--- config.mk ---
export PLATFORM = sky130hd
export DESIGN_NAME = fetch_unit
export DESIGN_NICKNAME = d
export VERILOG_FILES = /design/src/rtl/fetch_unit.sv
export SDC_FILE = /design/constraint.sdc
export NUM_CORES = 1
export LEC_CHECK = 0
export CORE_AREA = 3 3 170 172
export DETAILED_ROUTE_END_ITERATION = 8
export DIE_AREA = 0 0 173 175
export PLACE_DENSITY = 0.86
export REMOVE_ABC_BUFFERS = 1
export SETUP_SLACK_MARGIN = 0.02
export SYNTH_ARGS = -nofsm -noshare
export SYNTH_HDL_FRONTEND = slang
export SYNTH_SLANG_ARGS = --single-unit
--- constraint.sdc ---
create_clock -name CLK -period 3.4 [get_ports CLK]
set_clock_uncertainty 0.15 [all_clocks]
set_input_delay 0.34 -clock CLK [delete_from_list [all_inputs] [get_ports CLK]]
set_output_delay 0.34 -clock CLK [all_outputs]
set_load 0.01 [all_outputs]
--- src/rtl/fetch_unit.sv ---
// rtl/fetch_unit.sv - instruction fetch PC with a show-ahead fetch queue
// Fetches sequentially until the queue is full or halted; redirect flushes and refetches.
module fetch_unit #(
  parameter logic [31:0] PC_INIT = 32'h0,
  parameter int          DEPTH   = 4
) (
  input  logic                       CLK,
  input  logic                       nRST,
  input  logic                       ihit,
  input  logic [31:0]                imemload,
  input  logic                       redirect,
  input  logic [31:0]                redirect_pc,
  input  logic                       halt,
  input  logic                       deq,
  output logic                       imemREN,
  output logic [31:0]                imemaddr,
  output logic                       valid,
  output logic [31:0]                instr,
  output logic [31:0]                instr_pc,
  output logic [31:0]                instr_npc,
  output logic [$clog2(DEPTH+1)-1:0] count
);

  localparam int PW = $clog2(DEPTH);
  localparam int CW = $clog2(DEPTH+1);

  logic [31:0]   fpc;
  logic [PW-1:0] rptr;
  logic [PW-1:0] wptr;
  logic [CW-1:0] cnt;
  logic          halted;
  logic [31:0]   mem_data [DEPTH];
  logic [31:0]   mem_pc   [DEPTH];

  logic full;
  logic enq;
  logic dq;

  // Fullness comes from registered count only, so a same-cycle deq cannot unblock a fetch.
  assign full      = (cnt == CW'(DEPTH));
  assign imemREN   = !full && !halted;
  assign imemaddr  = fpc;
  assign enq       = imemREN && ihit && !redirect;
  assign dq        = deq && valid && !redirect;
  assign valid     = (cnt != '0);
  assign count     = cnt;
  assign instr     = mem_data[rptr];
  assign instr_pc  = mem_pc[rptr];
  assign instr_npc = instr_pc + 32'd4;

  always_ff @(posedge CLK or negedge nRST) begin
    if (!nRST) begin
      fpc    <= PC_INIT;
      cnt    <= '0;
      rptr   <= '0;
      wptr   <= '0;
      halted <= 1'b0;
      for (int i = 0; i < DEPTH; i++) begin
        mem_data[i] <= '0;
        mem_pc[i]   <= '0;
      end
    end else begin
      if (halt) halted <= 1'b1;
      if (redirect) begin
        // Storage is left intact; only occupancy and pointers are cleared.
        fpc  <= redirect_pc;
        cnt  <= '0;
        rptr <= '0;
        wptr <= '0;
      end else begin
        if (enq) begin
          mem_data[wptr] <= imemload;
          mem_pc[wptr]   <= fpc;
          wptr           <= wptr + PW'(1);
          fpc            <= fpc + 32'd4;
        end
        if (dq) rptr <= rptr + PW'(1);
        if (enq && !dq)      cnt <= cnt + CW'(1);
        else if (!enq && dq) cnt <= cnt - CW'(1);
      end
    end
  end

endmodule

---- Word level (Yosys, flattened, before mapping) ----
Index checks and enable logic that the tools add are counted.
storage, ports and cells
  output and inout bits ................... 133
  word-level logic and storage cells ...... 63
  flip-flop bits (word level) ............. 296
  input port bits ......................... 70
cells by class
  mux-type cells .......................... 19
  equality and inequality tests ........... 1
  reductions and logical operators ........ 18
  add/sub/neg operators ................... 6
  magnitude comparators ................... 3
  bitwise gates (word level) .............. 3
operator list
  cell                   number
  $bwmux 128             2
  $mux 32                7
  $bmux 32 s2            2
  $add 32x3->32 const B  2
  $demux 32 s2           1
  $mux 3                 3
  $logic_and 1x1->1      8
  $mux 2                 4
  $ge 3x3->1 const B     2
  $not 2->3              2
  $reduce_bool 3->1      2
  $logic_not 1->1        5
  $add 2x1->2 const B    2
  $reduce_bool 2->1      2
  $add 3x1->3 const B    1
  $eq 3x3->1 const B     1
  $lt 3x1->1 const B     1
  $sub 3x1->3 const B    1
  $reduce_and 2->1       1
  $not 1->1              1

---- Logic depth before layout (Yosys ltp) ----
  word-level depth ........................ 10
  gate-level depth with buffers ........... 11

---- Worst setup path before layout ----
Ideal clock, no wire load.
  path kind ............................... flip-flop to flip-flop
  from .................................... reg cnt[0] (netlist: count[0])
  to ...................................... reg cnt[2] (netlist: count[2])
  path buffers ............................ 2
  cell stages (with the launch flop) ...... 12
  setup slack ............................. 458 ps
  arrival time ............................ 2660 ps
  cells stage by stage .................... dfrtp_1 > or3b_1 > and3_1 > buf_2 > nor2b_1 > buf_2 > nor2b_1 > fa_1 > or2_2 > mux2i_1 > xnor2_1 > nor2_1
on the way
  longest elaborated chain between the ends .. 8
RTL lines
  item                                                 line  source
  from (decl)                                          30    logic [CW-1:0] cnt;
  from (signal assigned)                               78    if (enq && !dq) cnt <= cnt + CW'(1);
  from (signal assigned)                               79    else if (!enq && dq) cnt <= cnt - CW'(1);
  branches (longest 8 deep; another with $sub 3x1->3)  --
Several ways; the timed one is not identified. The select of a mux whose other input is x is not followed.
A chain may end at the register's enable or synchronous reset.

---- Worst setup path after layout ----
  from .................................... reg rptr[0]
  to ...................................... out instr_npc[17]
on the way
  longest elaborated chain between the ends .. 5
RTL lines
  item                                        line  source
  from (decl)                                 28    logic [PW-1:0] rptr;
  from (signal assigned)                      77    if (dq) rptr <= rptr + PW'(1);
  $not 2->3 (not written as such)             48    assign instr_pc = mem_pc[rptr];
  $bmux 32 s2                                 48
  $mux 32 (not written as such) (2 in a row)  48
  $add 32x3->32                               49    assign instr_npc = instr_pc + 32'd4;
  to (decl)                                   20    output logic [31:0] instr_npc,
No other way between the ends. The select of a mux whose other input is x is not followed.

==> flow_metrics.env <==
export IMPL_syn_area_um2=14000
export IMPL_crit_start="rptr[0]$_DFFE_PN0P_"
export IMPL_insertion_delay_ps=550
export IMPL_violations="setup timing"
export IMPL_synth_commonest_cells="dfrtp_1 (296), mux2_2 (235), mux4_2 (53), nand2_1 (52), xnor2_1 (43)"
export IMPL_clkPwrFrac=0.382
export IMPL_coreArea_um2=27600
export IMPL_max_freq_ghz=0.280
export IMPL_worst_path_max_fanout=6
export IMPL_p_comb_frac=0.182
export IMPL_tritoncts="built"
export IMPL_synthFlopType="dfrtp_1"
export IMPL_peakVddDrop_uv=432
export IMPL_cts_max_level=1
export IMPL_setup_slack_ps=-174
export IMPL_die_h_um=175
export IMPL_synth_largest_area_cell="dfrtp_1"
export IMPL_cts_buffers=31
export IMPL_powerDensity_nw_per_um2=481
export IMPL_grt_pass1_wl_um=56000
export IMPL_grt_pass1_vias=9904
export IMPL_cap_violations=0
export IMPL_share_seq_of_total_power=0.436
export IMPL_rows=61
export IMPL_dpl_worst_slack_ps=106
export IMPL_setup_viol=5
export IMPL_initial_core_util=0.508
export IMPL_min_path_cells=3
export IMPL_rsz0062_at_grt="true"
export IMPL_startpoint_type="flip-flop"
export IMPL_finalMaxSlewViolations=0
export IMPL_synth_area_leaders="dfrtp_1 (53%), mux2_2 (19%), mux4_2 (8.5%), xnor2_1 (2.7%), mux4_1 (2.1%)"
export IMPL_required_ps=2910
export IMPL_cp_depth=7
export IMPL_crit_chain="buf_8, mux4_2, and4_4, nand4_4, nor2b_2, xor2_1, clkdlybuf4s50_1"
export IMPL_nets=1296
export IMPL_totalWireLength_um=35800
export IMPL_p_int_uw=6420
export IMPL_finalInstanceArea_um2=18100
export IMPL_synth_most_common_cell="dfrtp_1"
export IMPL_synth_seq_area_share=0.527
export IMPL_finalCritPeriodShare=1.05
export IMPL_diodes=0
export IMPL_cellLeakagePower_uw=0.00868
export IMPL_clock_sink_count=296
export IMPL_syn_inst=966
export IMPL_status="finished with violations"
export IMPL_hold_viol=0
export IMPL_ys_ff_latch=296
export IMPL_drtPass1Iterations=5
export IMPL_critPathBufInv=2
export IMPL_r2r_start="count[2]$_DFFE_PN0P_"
export IMPL_cts_reportedPaths_clkPinSlew_ps=70
export IMPL_die_area_um2=30300
export IMPL_synth_top_area_share=0.527
export IMPL_antenna_found_initial=1
export IMPL_critPathKind="reg2out"
export IMPL_clk_path_buf_depth=3
export IMPL_avgViaCountPerCell=5.72
export IMPL_synth_edff_count=0
export IMPL_antenna_left=0
export IMPL_cp_top_family="buffers and inverters"
export IMPL_drc=0
export IMPL_io_pins=203
export IMPL_gp_congestion=0.819
export IMPL_fp_dieW_um=173
export IMPL_post_dp_cell_area_um2=16600
export IMPL_slew_headroom=0.414
export IMPL_max_stage_delay_ps=560
export IMPL_dpl_hpwl_um=22500
export IMPL_arrival_ps=3080
export IMPL_power_uw=8700
export IMPL_postSynthAreaPerCell_um2=14.5
export IMPL_portBuffers=202
export IMPL_grt_max_degree=100
export IMPL_final_layout_size_suffix_gt1_frac=0.391
export IMPL_worst_pin_slew_ps=877
export IMPL_worstHoldStart="redirect_pc[24]"
export IMPL_track_usage=0.231
export IMPL_slowest_stage="clkdlybuf4s50_1"
export IMPL_ys_types=41
export IMPL_finalCriticalPeriod_ps=3570
export IMPL_post_drt_wl_per_cell_um=22.1
export IMPL_cts_root_buf="clkbuf_16"
export IMPL_fill_cells=1990
export IMPL_r2r_cells=6
export IMPL_num_vias=9277
export IMPL_hold_class="in2reg"
export IMPL_synthToLayoutAreaGrowth_pct=28.8
export IMPL_end_kind="primary output"
export IMPL_first_iter_violations=614
export IMPL_switchingPower_uw=2280
export IMPL_p_sw_frac=0.262
export IMPL_overflow=0
export IMPL_ys_async_sr_fraction=1.00
export IMPL_synth_warnings=0
[layer usage]
metal / GRT usage / vias to the layer above / part of all wire
met2: 0.381 / 319 / 0.48
met1: 0.319 / 4851 / 0.43
met3: 0.0435 / 71 / 0.059
met5: 0 / - / 0.00031
met4: 0.0632 / 2 / 0.025
li1: - / 4034 / -
[sequential cells by signal (all words and copies together), names as in the netlist]
name and flops:
count 3, halted 1, imemaddr 32, mem_data 128, mem_pc 128, rptr 2, wptr 2
[worst min-delay path, delay by kind of cell]
family | cells | cell delay (ps)
AOI/OAI and AO/OA | 1 | 70
buffers and inverters | 1 | 400
and+or+nand+nor | 1 | 50
[through the flow]
step	TNS, ps	hold WS [ps]	cells	utilization
finish	-353	188	1622	0.655
global route	-1600	194	1622	0.655
CTS	-1180	180	1607	0.648
detailed placement	0	298	1522	0.599
global placement	0	281	1522	0.599
floorplan	-53730	-106	897	-
[path summary, 6_finish.rpt]
kind / end / slack [ps]
setup / recovery: instr_npc[17] / -170
hold / removal: imemaddr[24]$_DFFE_PN0N_ / 190
setup reg to reg: mem_pc[121]$_DFFE_PN0P_ / 410
hold reg to reg: halted$_DFFE_PN0P_ / 320
max in group asynchronous: rptr[0]$_DFFE_PN0P_ / 1800
min in group asynchronous: mem_pc[122]$_DFFE_PN0P_ / 260
[kinds of logic after synthesis]
| family | Yosys count | synth area share |
|---|---|---|
| adder cells (fa/ha/maj) | 7 | 0.00677 |
| XOR/XNOR | 63 | 0.0393 |
| flip-flops | 296 | 0.527 |
| AND/OR/NAND/NOR | 158 | 0.0657 |
| multiplexers | 325 | 0.315 |
| AO/OA/AOI/OAI | 32 | 0.0118 |
| buffers and inverters | 85 | 0.0344 |
[power groups by stage]
stage / clock network [uW] / registers (uW) / logic [uW]
detailed placement: 0 / 3860 / 1530
CTS: 3370 / 3790 / 1590
global route: 3530 / 3810 / 1720
floorplan: 0 / 3970 / 621
global placement: 0 / 3850 / 1500
finish: 3320 / 3790 / 1590
[cells in the final DEF, fill, tap and decap left out, types with 15 or more instances in the layout]
cell type,count
buf_2,15
buf_4,61
clkbuf_16,31
clkdlybuf4s50_1,177
dfrtp_1,294
inv_1,16
mux2_1,23
mux2_2,235
mux4_2,58
nand2_1,51
nor4_1,18
o21ai_0,30
xnor2_1,43
xor2_1,20
[layout make-up]
class,instances,area (um2),share of cell area
flip-flops and latches,296,7410,0.410
multi-input cells,587,6350,0.351
repair buffers,287,2780,0.154
clock buffers,48,960,0.0530
well taps,378,473,0.0261
clock inverters,10,66.3,0.00366
inverters,16,60.1,0.00332
[what timing repair did]
item	4_1_cts	5_1_grt
pin swaps	10	17
setup buffers	24	15
hold endpoints to repair	91	0
setup endpoints to repair	48	36
hold buffers	1	0
gates cloned	2	0
resized for setup	89	47
No activity file was read; power rests on OpenSTA's default activity.
